==> config.mk <==
export PLATFORM = sky130hd
export DESIGN_NAME = cannon_sequencer
export DESIGN_NICKNAME = d
export VERILOG_FILES = /design/src/rtl/cannon_sequencer.sv
export SDC_FILE = /design/constraint.sdc
export NUM_CORES = 1
export LEC_CHECK = 0
export CAP_MARGIN = 20
export CORE_AREA = 2 2 64 66
export DETAILED_ROUTE_END_ITERATION = 6
export DIE_AREA = 0 0 66 68
export DONT_BUFFER_PORTS = 1
export GPL_ROUTABILITY_DRIVEN = 0
export GPL_TIMING_DRIVEN = 0
export PLACE_DENSITY_LB_ADDON = 0.15
export SLEW_MARGIN = 20
export SYNTH_ARGS = -nofsm -noshare
export SYNTH_HDL_FRONTEND = slang
export SYNTH_SLANG_ARGS = --single-unit
==> constraint.sdc <==
create_clock -name CLK -period 2.95 [get_ports CLK]
set_input_delay 0.295 -clock CLK [delete_from_list [all_inputs] [get_ports CLK]]
set_output_delay 0.295 -clock CLK [all_outputs]
set_load 0.005 [all_outputs]
==> src/rtl/cannon_sequencer.sv <==
// cannon_sequencer
//   Drives one global command at a time into an N x N message_passer PE
//   array and walks it through a full Cannon matrix-multiply pass:
//   reset, load, then N rounds of multiply / shift_left(A) / shift_up(B)
//   (the shifts are skipped after the final multiply), 3N steps in total.
//
// Ports
//   CLK                 rising-edge clock
//   reset_n             synchronous active-low reset
//   go                  start a pass (accepted only while idle)
//   abort               drop back to idle on the next edge, highest priority
//                       after reset
//   pe_ready[N*N]       concatenated PE ready bits
//   command_to_execute  global PE command (last issued value while ack=1)
//   image_to_shift      0 = A, 1 = B
//   start               high during the single issue cycle of a step
//   ack                 low during the issue cycle only
//   busy                high while issuing or waiting
//   done / error        sticky completion / timeout flags, cleared by go
//   round               current multiply round 0..N-1
//
// Handshake: a step is issued by holding ack low for exactly one cycle; the
// PEs execute on that edge and raise ready. The step completes in the first
// WAIT cycle that sees all ready bits high; ack is high in that cycle, which
// clears the PE ready bits on the same edge that moves us to the next issue.
// Ready bits are ignored outside WAIT.
module cannon_sequencer #(
  parameter int N       = 4,
  parameter int TIMEOUT = 1024
) (
  input  logic                 CLK,
  input  logic                 reset_n,
  input  logic                 go,
  input  logic                 abort,
  input  logic [N*N-1:0]       pe_ready,
  output logic [2:0]           command_to_execute,
  output logic                 image_to_shift,
  output logic                 start,
  output logic                 ack,
  output logic                 busy,
  output logic                 done,
  output logic                 error,
  output logic [$clog2(N):0]   round
);

  localparam int RW = $clog2(N) + 1;
  localparam int TW = $clog2(TIMEOUT) + 1;

  localparam logic [2:0] CMD_MUL   = 3'b000;
  localparam logic [2:0] CMD_SHU   = 3'b001;
  localparam logic [2:0] CMD_SHL   = 3'b011;
  localparam logic [2:0] CMD_LOAD  = 3'b101;
  localparam logic [2:0] CMD_RESET = 3'b111;

  typedef enum logic [1:0] {S_IDLE, S_ISSUE, S_WAIT} state_t;
  typedef enum logic [2:0] {P_RESET, P_LOAD, P_MUL, P_SHL, P_SHU} phase_t;

  state_t          state_q, state_d;
  phase_t          phase_q, phase_d;
  logic [RW-1:0]   round_q, round_d;
  logic [TW-1:0]   tcnt_q, tcnt_d;
  logic            done_q, done_d;
  logic            error_q, error_d;
  logic [2:0]      cmd_q, cmd_d;
  logic            img_q, img_d;

  logic            enter_issue;
  phase_t          issue_phase;

  function automatic logic [2:0] cmd_of(input phase_t p);
    case (p)
      P_RESET: cmd_of = CMD_RESET;
      P_LOAD:  cmd_of = CMD_LOAD;
      P_MUL:   cmd_of = CMD_MUL;
      P_SHL:   cmd_of = CMD_SHL;
      P_SHU:   cmd_of = CMD_SHU;
      default: cmd_of = CMD_RESET;
    endcase
  endfunction

  always_ff @(posedge CLK) begin
    if (!reset_n) begin
      state_q <= S_IDLE;
      phase_q <= P_RESET;
      round_q <= '0;
      tcnt_q  <= '0;
      done_q  <= 1'b0;
      error_q <= 1'b0;
      cmd_q   <= CMD_RESET;
      img_q   <= 1'b0;
    end else begin
      state_q <= state_d;
      phase_q <= phase_d;
      round_q <= round_d;
      tcnt_q  <= tcnt_d;
      done_q  <= done_d;
      error_q <= error_d;
      cmd_q   <= cmd_d;
      img_q   <= img_d;
    end
  end

  always_comb begin
    state_d     = state_q;
    phase_d     = phase_q;
    round_d     = round_q;
    tcnt_d      = tcnt_q;
    done_d      = done_q;
    error_d     = error_q;
    cmd_d       = cmd_q;
    img_d       = img_q;
    enter_issue = 1'b0;
    issue_phase = phase_q;

    if (abort) begin
      state_d = S_IDLE;
    end else begin
      case (state_q)
        S_IDLE: begin
          if (go) begin
            done_d      = 1'b0;
            error_d     = 1'b0;
            round_d     = '0;
            enter_issue = 1'b1;
            issue_phase = P_RESET;
          end
        end
        S_ISSUE: begin
          state_d = S_WAIT;
          tcnt_d  = '0;
        end
        S_WAIT: begin
          if (&pe_ready) begin
            case (phase_q)
              P_RESET: begin enter_issue = 1'b1; issue_phase = P_LOAD; end
              P_LOAD:  begin enter_issue = 1'b1; issue_phase = P_MUL;  end
              P_MUL: begin
                // The last round has no shifts: the pass ends here.
                if (round_q == RW'(N - 1)) begin
                  state_d = S_IDLE;
                  done_d  = 1'b1;
                end else begin
                  enter_issue = 1'b1;
                  issue_phase = P_SHL;
                end
              end
              P_SHL:   begin enter_issue = 1'b1; issue_phase = P_SHU;  end
              P_SHU: begin
                round_d     = round_q + RW'(1);
                enter_issue = 1'b1;
                issue_phase = P_MUL;
              end
              default: state_d = S_IDLE;
            endcase
          end else if (tcnt_q == TW'(TIMEOUT - 1)) begin
            state_d = S_IDLE;
            error_d = 1'b1;
          end else begin
            tcnt_d = tcnt_q + TW'(1);
          end
        end
        default: state_d = S_IDLE;
      endcase
    end

    // Command/image registers only change when a new step is issued, so they
    // hold the last issued values while ack is high.
    if (enter_issue) begin
      state_d = S_ISSUE;
      phase_d = issue_phase;
      cmd_d   = cmd_of(issue_phase);
      img_d   = (issue_phase == P_SHU);
    end
  end

  assign start              = (state_q == S_ISSUE);
  assign ack                = ~start;
  assign busy               = (state_q != S_IDLE);
  assign done               = done_q;
  assign error              = error_q;
  assign round              = round_q;
  assign command_to_execute = cmd_q;
  assign image_to_shift     = img_q;

endmodule

After elaboration in Yosys (flattened, before gate mapping):

Cells that the tools add are included.

* add/subtract/negate cells: 2
* multiplexer cells: 35
* eq/ne operators: 27
* reduce and logical (&&, ||, !) cells: 15
* bitwise gates (word level): 4

Operators by type and width (number)
* case mux 3 bit (4 select lines): 2
* 2-to-1 mux 11 bit: 2
* case mux 11 bit (2 select lines): 1
* 2-to-1 mux 3 bit: 7
* AND reduction 16 bit: 1
* == test 3 x 2 -> 1 bit, second input constant: 5
* 2-to-1 mux 1 bit: 12
* inequality test 2 bit, second input constant: 6
* case mux 3 bit (2 select lines): 2
* AND reduction 4 bit: 3
* adder 11 x 1 -> 11 bit, second input constant: 1
* == test 11 x 10 -> 1 bit, second input constant: 1
* inequality test 5 bit, second input constant: 2
* AND reduction 5 bit: 2
* inequality test 3 bit, second input constant: 3
* case mux 1 bit (2 select lines): 4
* == test 3 x 1 -> 1 bit, second input constant: 2
* == test 3 bit, second input constant: 2
* 2-to-1 mux 2 bit: 3
* inequality test 6 bit, second input constant: 1
* case mux 2 bit (3 select lines): 1
* AND reduction 6 bit: 1
* nonzero test 2 bit: 3
* inequality test 2 x 1 -> 1 bit, second input constant: 2
* other kinds (11): 14

* logic and storage cells: 92
* output and inout port bits: 12
* flip-flop bits (word level): 25

Logic depth before layout (Yosys ltp):

Gate-level depths: netlist of run 1.

* depth after elaboration: 8
* gate-level depth with buffers: 10
* depth with buffers taken out: 9

Least setup slack after synthesis of run 1:

No wires, ideal clock.

* path type: register -> register
* start: register state_q[0]
* end: register tcnt_q[9]
* clock period less this slack: 2.022 ns
* slack: 0.928 ns
* path buffers: 1
* setup time: 0.071 ns
* arrival time: 1.952 ns
* stages on the path, launching flop included: 10
* cell sequence: dfxtp_1 > inv_1 > ha_1 > clkbuf_1 > nand4b_1 > nor4_1 > a211oi_2 > nand4_1 > or3_1 > a21oi_1

* cells in the longest elaborated chain, start to end: 3
* elaborated cells on any way between the ends: 7
* classes of those cells: eq/ne: 4; mux: 1; reduce/logical: 2

RTL lines
* start: declaration: line 58 `state_t state_q, state_d;`
* start signal: assignment: line 92 `state_q <= state_d;`
* == test 2 bit / == test 2 x 1 -> 1 bit (equally long branches): line 118 `case (state_q)`
* inequality test 2 bit (no source line) / nonzero test 2 bit (equally long branches)
* AND reduction 4 bit (no source line)
* end signal: assignment: line 95 `tcnt_q <= tcnt_d;`
* end: declaration: line 61 `logic [TW-1:0] tcnt_q, tcnt_d;`

Parallel ways exist; a longest one is shown, timed or not.
A chain may end at the register's enable or synchronous reset.

Final worst setup path of run 1:

Ends and elaborated chain as after synthesis.

==> results of run 1 <==
cell type report:
| class | count | area, sq um | area share (%) |
|---|---|---|---|
| sequential | 25 | 500.5 | 34.51 |
| buffer | 6 | 23.77 | 1.639 |
| clock buffer | 3 | 41.29 | 2.847 |
| tap | 50 | 62.56 | 4.314 |
| multi-input combinational | 125 | 779.5 | 53.75 |
| inverter | 10 | 37.54 | 2.588 |
| clock inverter | 1 | 5.005 | 0.3451 |
synthesized netlist by cell type, types with 5 or more instances:
master	n
nand2_1	16
nand4_1	7
ha_1	7
a21oi_1	6
inv_1	10
nor2_1	22
nor3_1	5
clkbuf_1	5
dfxtp_1	25
nand3_1	6
xnor2_1	6
kinds of logic (layout without fill, tap and decap cells):
kind of cell / Yosys count / after routing / synth area share [%]
DFF: 25 / 25 / 37.31
buffers and inverters: 16 / 20 / 4.571
AOI/OAI and AO/OA: 29 / 29 / 14.46
adders and majority gates: 7 / 7 / 6.530
xor gates and xnor gates: 7 / 7 / 4.571
muxes: 4 / 4 / 3.078
and+or+nand+nor: 78 / 78 / 29.48
routing by layer:
metal	vias to the layer above	global-route usage [%]	routed length, microns
met5	-	0	0
met4	0	3.827	32
met3	4	3.618	76
met2	15	27.40	1638
met1	555	15.85	1265
li1	598	-	-
worst max path at each step:
stage / from / end / slack, ns / cells after the start
after floorplan: state_q[0] / tcnt_q[9] / 0.93 / 9
after global placement: state_q[0] / command_to_execute[1] / 0.63 / 9
after detailed placement: state_q[0] / tcnt_q[5] / 0.57 / 9
after CTS: state_q[0] / tcnt_q[5] / 0.55 / 9
after global routing: state_q[0] / tcnt_q[7] / 0.30 / 9
final: state_q[0] / tcnt_q[9] / 0.54 / 9
registers in the layout (all words and copies together), names as in the netlist:
signal,cells
error,1
round,3
done,1
phase_q,3
state_q,2
command_to_execute,3
image_to_shift,1
tcnt_q,11
stage by stage:
stage               setup WS, ns  cells  area (sq um)  power [uW]
floorplan                 0.9278    166          1341       385.3
global placement          0.6318    216          1404       394.0
detailed placement        0.5734    216          1404       394.8
CTS                       0.5457    220          1450       604.3
global route              0.2953    220          1450       624.0
finish                    0.5445    220          1450       597.7
report_power, final:
group | switching [uW] | internal [uW]
Clock | 117 | 94.8
Sequential | 2.83 | 341
Combinational | 26.8 | 15.0
critical path, stage by stage (launching register included):
cell      delay [ns]
dfxtp_1         0.37
inv_1           0.07
ha_1            0.21
clkbuf_1        0.22
nand4b_1        0.16
nor4_1          0.07
a211oi_2        0.38
nand4_1         0.32
or3_1           0.39
a21oi_1         0.15
==> metrics.log, run 1 <==
[metrics] die area: 0.004488 sq mm
[metrics] top-level I/O count: 32
[metrics] Worst Path Arrival: about 2.6 ns
[metrics] Inserted Diodes: 0
[metrics] initial antenna violation count: 0
[metrics] Worst Hold Launch: reset_n
[metrics] via/cell ratio: around 5.3
[metrics] origin of the critical flop-to-flop path: state_q[0]
[metrics] Post-CTS Setup Repair Bufs: 0
[metrics] wire length after detailed routing: 3012 microns
[metrics] share of the clock period used by the worst path: ~82%
[metrics] actual transition at the worst max-transition pin: around 0.68 ns
[metrics] count of cell types in the netlist: 42
[metrics] clock tree from TritonCTS: built
[metrics] main flop type after synthesis: dfxtp_1
[metrics] commonest non-fill, non-tap cells in the layout: dfxtp_1 (25), nor2_1 (22), nand2_1 (16)
[metrics] proportion of layout cells with a drive suffix above 1: 5.294%
[metrics] most frequent standard cell in the layout excluding fill and tap cells: dfxtp_1
[metrics] kind of capture point of the worst setup path: register
[metrics] reported leakage power: slightly below 0.0005 uW
[metrics] class of the most critical hold timing path: in2reg
[metrics] total of buffers placed on input and output ports: 0
[metrics] count of cells along the worst register-to-register path: 9
[metrics] CTS Buf Count: 3
[metrics] Critical Path RT: roughly 3.2 ns
[metrics] unrepaired setup endpoints after global routing: false
[metrics] number of iterations in the first detailed-routing pass: 4
[metrics] number of synthesized flops with an enable pin: 0
[metrics] hold violation count in the final report: 0
[metrics] violation count after the first detailed-route iteration: 62
[metrics] setup-violating endpoint count in the final report: 0
[metrics] end-of-flow core utilization: between 30 and 40%
[metrics] area share of the leading cell type in the synthesized netlist: a little under two fifths
[metrics] count of nets left with antenna violations after detail routing: 0
[metrics] Post-Syn Instances: ~170
[metrics] post-synth top area cell: dfxtp_1
[metrics] startpoint-to-endpoint class of the critical path: reg2reg
[metrics] worst reg2reg path endpoint: tcnt_q[9]
[metrics] total of flip-flops plus latches after synthesis: 25
[metrics] chip width: about 66 microns
[metrics] MaxCap Viol Count: 0
[metrics] WHS: ~0.20 ns
[metrics] GRT Total Usage: ~14%
[metrics] status: finished clean
[metrics] Async SR Flop Fraction: 0%
[metrics] Overflow after GRT: 0
[metrics] Syn Area/Cell: between 8 and 9 sq um
[metrics] setup_tns: 0 ns
[metrics] number of buffers inserted by hold repair at cts: 0
[metrics] largest vdd supply drop: ~0.25 mV
[metrics] number of sinks handled by clock tree synthesis: 25
[metrics] largest net degree at the start of global routing: 15
[metrics] biggest area contributors in the synthesized netlist: dfxtp_1 (37%), ha_1 (6.5%), nor2_1 (6.2%), nand2_1 (4.5%), xnor2_1 (3.9%)
[metrics] number of rows in the core area: 23
[metrics] first-pass GRT wire length: 5002 microns
[metrics] maximum achievable frequency: between 400 and 500 MHz
[metrics] cell depth of the worst hold path: 1
[metrics] cell chosen for the clock root: clkbuf_8
[metrics] total of warnings raised by yosys: 0
[metrics] P&R area growth vs syn: 8.116%
[metrics] buffers from clock root to sink, at most: 2
[metrics] number of gates resized after CTS: 0
[metrics] skew final: 0.01101 ns
[metrics] average routed wire per standard cell: approximately 14 microns
[metrics] clock insertion delay at the later pin of the skew report: 0.28 ns
[metrics] Residual DRC: 0
[metrics] count of pins over their slew limit: 0
[metrics] core outline area: between 0.003 and 0.004 sq mm
[metrics] vias in the first global route: 1,145
[metrics] depth of the CTS H-tree: 1
[metrics] Synthesized Nets: roughly 190
[metrics] overall die height: ~68 microns
[metrics] Cell Area, Synth: roughly 0.0013 sq mm
[metrics] maximum fanout along the worst path: 10
[metrics] final worst path period need: 2.406 ns
[metrics] Filler Cell Count: about 450
[metrics] part of the Yosys area used for sequential elements: a little under two fifths
[metrics] starting utilization of the core area: a little over a third
[metrics] cell area power density: ~410 mW/mm^2
[metrics] register-to-register path setup slack: ~0.54 ns
[metrics] WHS Endpoint: state_q[1]
[metrics] dpl hpwl: approximately 2400 microns
[metrics] vias after detailed routing: 1,172
[metrics] worst-case headroom to the max-slew limit: a little over half
[metrics] startpoint type of the worst setup path: register
[metrics] clk slew on worst S/H paths: 0.10 ns
[metrics] # nets final: slightly below 200
Note: power is estimated with default switching activity, not from simulation.
==> run 2, diff against run 1 <==
==> constraint.sdc (replaced) <==
create_clock -name CLK -period 2.15 [get_ports CLK]
set_input_delay 0.215 -clock CLK [delete_from_list [all_inputs] [get_ports CLK]]
set_output_delay 0.215 -clock CLK [all_outputs]
set_load 0.005 [all_outputs]
==> run 2 against run 1 <==
First-iteration DRC count decreased by 4.8%; fmax increased by 20%; sequential cell count unchanged; worst hold slack got worse by 0.072 ns; clock power increased by 34%; critical path depth decreased by 1; clock-buffer cell count unchanged; wire length increased by 1.8%; sequential power increased by 37%.
==> metrics.log, run 2 (same netlist as run 1, synthesis figures left out) <==
[metrics] status: finished clean (unchanged)
[metrics] Residual DRC: 0 (unchanged)
[metrics] WHS Endpoint: state_q[1] (unchanged)
[metrics] proportion of layout cells with a drive suffix above 1: 15.17% (was 5.294%)
[metrics] clock tree from TritonCTS: built (unchanged)
[metrics] count of nets left with antenna violations after detail routing: 0 (unchanged)
[metrics] class of the most critical hold timing path: in2reg (unchanged)
[metrics] P&R area growth vs syn: 16.32% (was 8.116%)
[metrics] skew final: 0.007959 ns (was 0.01101 ns)
[metrics] # nets final: 206 (was 198)
[metrics] Detail Route met2 WL: 1679 microns (was 1638 microns)
[metrics] maximum achievable frequency: 499.1 MHz (was 415.7 MHz)
[metrics] Power Total: 825.6 uW (was 597.7 uW)
[metrics] commonest non-fill, non-tap cells in the layout: dfxtp_1 (24), nor2_1 (21), nand2_1 (16) (was dfxtp_1 (25), nor2_1 (22), nand2_1 (16))
[metrics] cell depth of the worst hold path: 1 (unchanged)
[metrics] Net Switching: 199.1 uW (was 146.5 uW)
[metrics] buffers from clock root to sink, at most: 2 (unchanged)
[metrics] final worst path period need: 2.004 ns (was 2.406 ns)
[metrics] GRT Total Usage: 14.53% (was 14.36%)
[metrics] startpoint type of the worst setup path: register (unchanged)
[metrics] initial antenna violation count: 0 (unchanged)
[metrics] reported leakage power: 0.0005637 uW (was 0.0004969 uW)
[metrics] total of buffers placed on input and output ports: 0 (unchanged)
[metrics] highest signal layer in the routed design: met4 (unchanged)
[metrics] overall die height: 68 microns (unchanged)
[metrics] Worst Hold Launch: reset_n (unchanged)
[metrics] post-route cell area: 0.001560 sq mm (was 0.001450 sq mm)
[metrics] via/cell ratio: 5.276 (was 5.327)
[metrics] average routed wire per standard cell: 13.45 microns (was 13.69 microns)
[metrics] die area: 0.004488 sq mm (unchanged)
[metrics] depth of the CTS H-tree: 1 (unchanged)
[metrics] total routed wire length on the met1 layer: 1261 microns (was 1265 microns)
[metrics] instance count after placement with tap cells included: 216 (unchanged)
[metrics] vias after detailed routing: 1,203 (was 1,172)
[metrics] dpl hpwl: 2395 microns (unchanged)
[metrics] vias in the first global route: 1,163 (was 1,145)
[metrics] clk slew on worst S/H paths: 0.09 ns (was 0.10 ns)
[metrics] area of the multi-input gates: 817.0 sq um (was 779.5 sq um)
[metrics] share of the clock period used by the worst path: 93.19% (was 81.54%)
[metrics] area of all sequential standard cells: 501.7 sq um (was 500.5 sq um)
[metrics] CTS Buf Count: 3 (unchanged)
[metrics] starting utilization of the core area: 34.78% (unchanged)
[metrics] worst-case headroom to the max-slew limit: 54.66% (was 54.38%)
[metrics] wire length after detailed routing: 3066 microns (was 3012 microns)
[metrics] Filler Cell Count: 433 (was 447)
[metrics] post-layout instance count excluding filler cells: 228 (was 220)
[metrics] Inserted Diodes: 0 (unchanged)
[metrics] cell area power density: 529.2 mW/mm^2 (was 412.2 mW/mm^2)
[metrics] cell internal power dissipation: 626.6 uW (was 451.2 uW)
[metrics] number of sinks handled by clock tree synthesis: 25 (unchanged)
[metrics] chip width: 66 microns (unchanged)
[metrics] first-pass GRT wire length: 5050 microns (was 5002 microns)
[metrics] core outline area: 0.003856 sq mm (unchanged)
[metrics] origin of the critical flop-to-flop path: round[0] (was state_q[0])
[metrics] top-level I/O count: 32 (unchanged)
[metrics] Worst Path Arrival: 2.23 ns (was 2.61 ns)
[metrics] MaxCap Viol Count: 0 (unchanged)
[metrics] actual transition at the worst max-transition pin: 0.6745 ns (was 0.6786 ns)
[metrics] largest net degree at the start of global routing: 15 (unchanged)
[metrics] fraction of power consumed by sequential logic: 57.2% (was 57.6%)
[metrics] unrepaired setup endpoints after global routing: false (unchanged)
[metrics] setup-violating endpoint count in the final report: 0 (unchanged)
[metrics] most frequent standard cell in the layout excluding fill and tap cells: dfxtp_1 (unchanged)
[metrics] worst reg2reg path endpoint: image_to_shift (was tcnt_q[9])
[metrics] count of cells along the worst register-to-register path: 8 (was 9)
[metrics] register-to-register path setup slack: 0.15 ns (was 0.54 ns)
[metrics] cell chosen for the clock root: clkbuf_8 (unchanged)
[metrics] number of iterations in the first detailed-routing pass: 4 (unchanged)
[metrics] hold violation count in the final report: 0 (unchanged)
[metrics] startpoint-to-endpoint class of the critical path: reg2reg (unchanged)
[metrics] kind of capture point of the worst setup path: register (unchanged)
[metrics] flip-flop count of the largest register, all copies and words added: 11 (unchanged)
[metrics] routed wl met3: 105 microns (was 76 microns)
[metrics] number of rows in the core area: 23 (unchanged)
[metrics] clock insertion delay at the later pin of the skew report: 0.27 ns (was 0.28 ns)
[metrics] post-placement cell area: 0.001404 sq mm (unchanged)
[metrics] largest vdd supply drop: 0.3404 mV (was 0.2492 mV)
[metrics] violation count after the first detailed-route iteration: 59 (was 62)
[metrics] Combinational Power Share: 8.2% (was 7.0%)
[metrics] maximum fanout along the worst path: 5 (was 10)
[metrics] Overflow after GRT: 0 (unchanged)
[metrics] largest register by flop count: tcnt_q (unchanged)
[metrics] count of pins over their slew limit: 0 (unchanged)
[metrics] clock network fraction of design power: 34.6% (was 35.4%)
[metrics] share of total power consumed by net switching: 24.11% (was 24.51%)
[metrics] Critical Path RT: 2.38 ns (was 3.15 ns)
run 2: metrics by stage:
step / util [%] / hold WS (ns) / setup TNS (ns) / worst slack (ns)
3_5_place_dp: 36.40 / 0.4156 / -1.118 / -0.2266
3_3_place_gp: 36.40 / 0.4018 / -0.7487 / -0.1682
2_1_floorplan: - / 0.3931 / 0 / 0.1278
5_1_grt: 40.46 / 0.1181 / 0 / 0.004494
4_1_cts: 38.51 / 0.1253 / 0 / 0.006281
6_report: 40.46 / 0.1304 / 0 / 0.1464
run 2: layout make-up:
type | count | share of cell area [%]
timing repair buffer | 8 | 4.090
buffer | 6 | 2.005
clock buffer | 3 | 2.646
sequential | 25 | 32.16
tap | 50 | 4.010
multi-input combinational | 125 | 52.37
inverter | 10 | 2.406
clock inverter | 1 | 0.3208
run 2: how the worst max path moves through the flow:
stage,startpoint,slack [ns],cells after the start,endpoint
after global placement,state_q[0],-0.17,9,command_to_execute[1]
after CTS,state_q[0],0.006,9,command_to_execute[1]
after detailed placement,state_q[0],-0.23,9,tcnt_q[5]
final,round[0],0.15,8,image_to_shift
after global routing,round[0],0.004,9,command_to_execute[0]
after floorplan,state_q[0],0.13,9,tcnt_q[9]
run 2: timing repair:
item	4_1_cts	5_1_grt
resized for setup	3	14
hold buffers	0	0
setup buffers	3	5
setup endpoints to repair	11	9
pin swaps	3	5
run 2: power groups by stage:
| stage | logic (uW) | clock network (uW) | registers [uW] |
|---|---|---|---|
| 2_1_floorplan | 46.3 | 0 | 482 |
| 6_report | 67.7 | 285 | 473 |
| 3_3_place_gp | 57.5 | 0 | 483 |
| 3_5_place_dp | 58.2 | 0 | 484 |
| 5_1_grt | 76.4 | 317 | 474 |
| 4_1_cts | 61.4 | 298 | 473 |
run 2: worst max-delay path, stage by stage (launching register included):
cell and delay [ns]:
dfxtp_1 0.36, ha_1 0.23, ha_1 0.18, nor2b_1 0.15, o22ai_2 0.17, a32oi_1 0.18, or2_4 0.32, o31ai_1 0.22
and2_1 0.14
run 2: per-layer routing:
metal | track usage, % | up-vias
li1 | - | 616
met4 | 3.827 | 0
met1 | 15.95 | 567
met2 | 27.90 | 18
met5 | 0 | -
met3 | 3.618 | 2
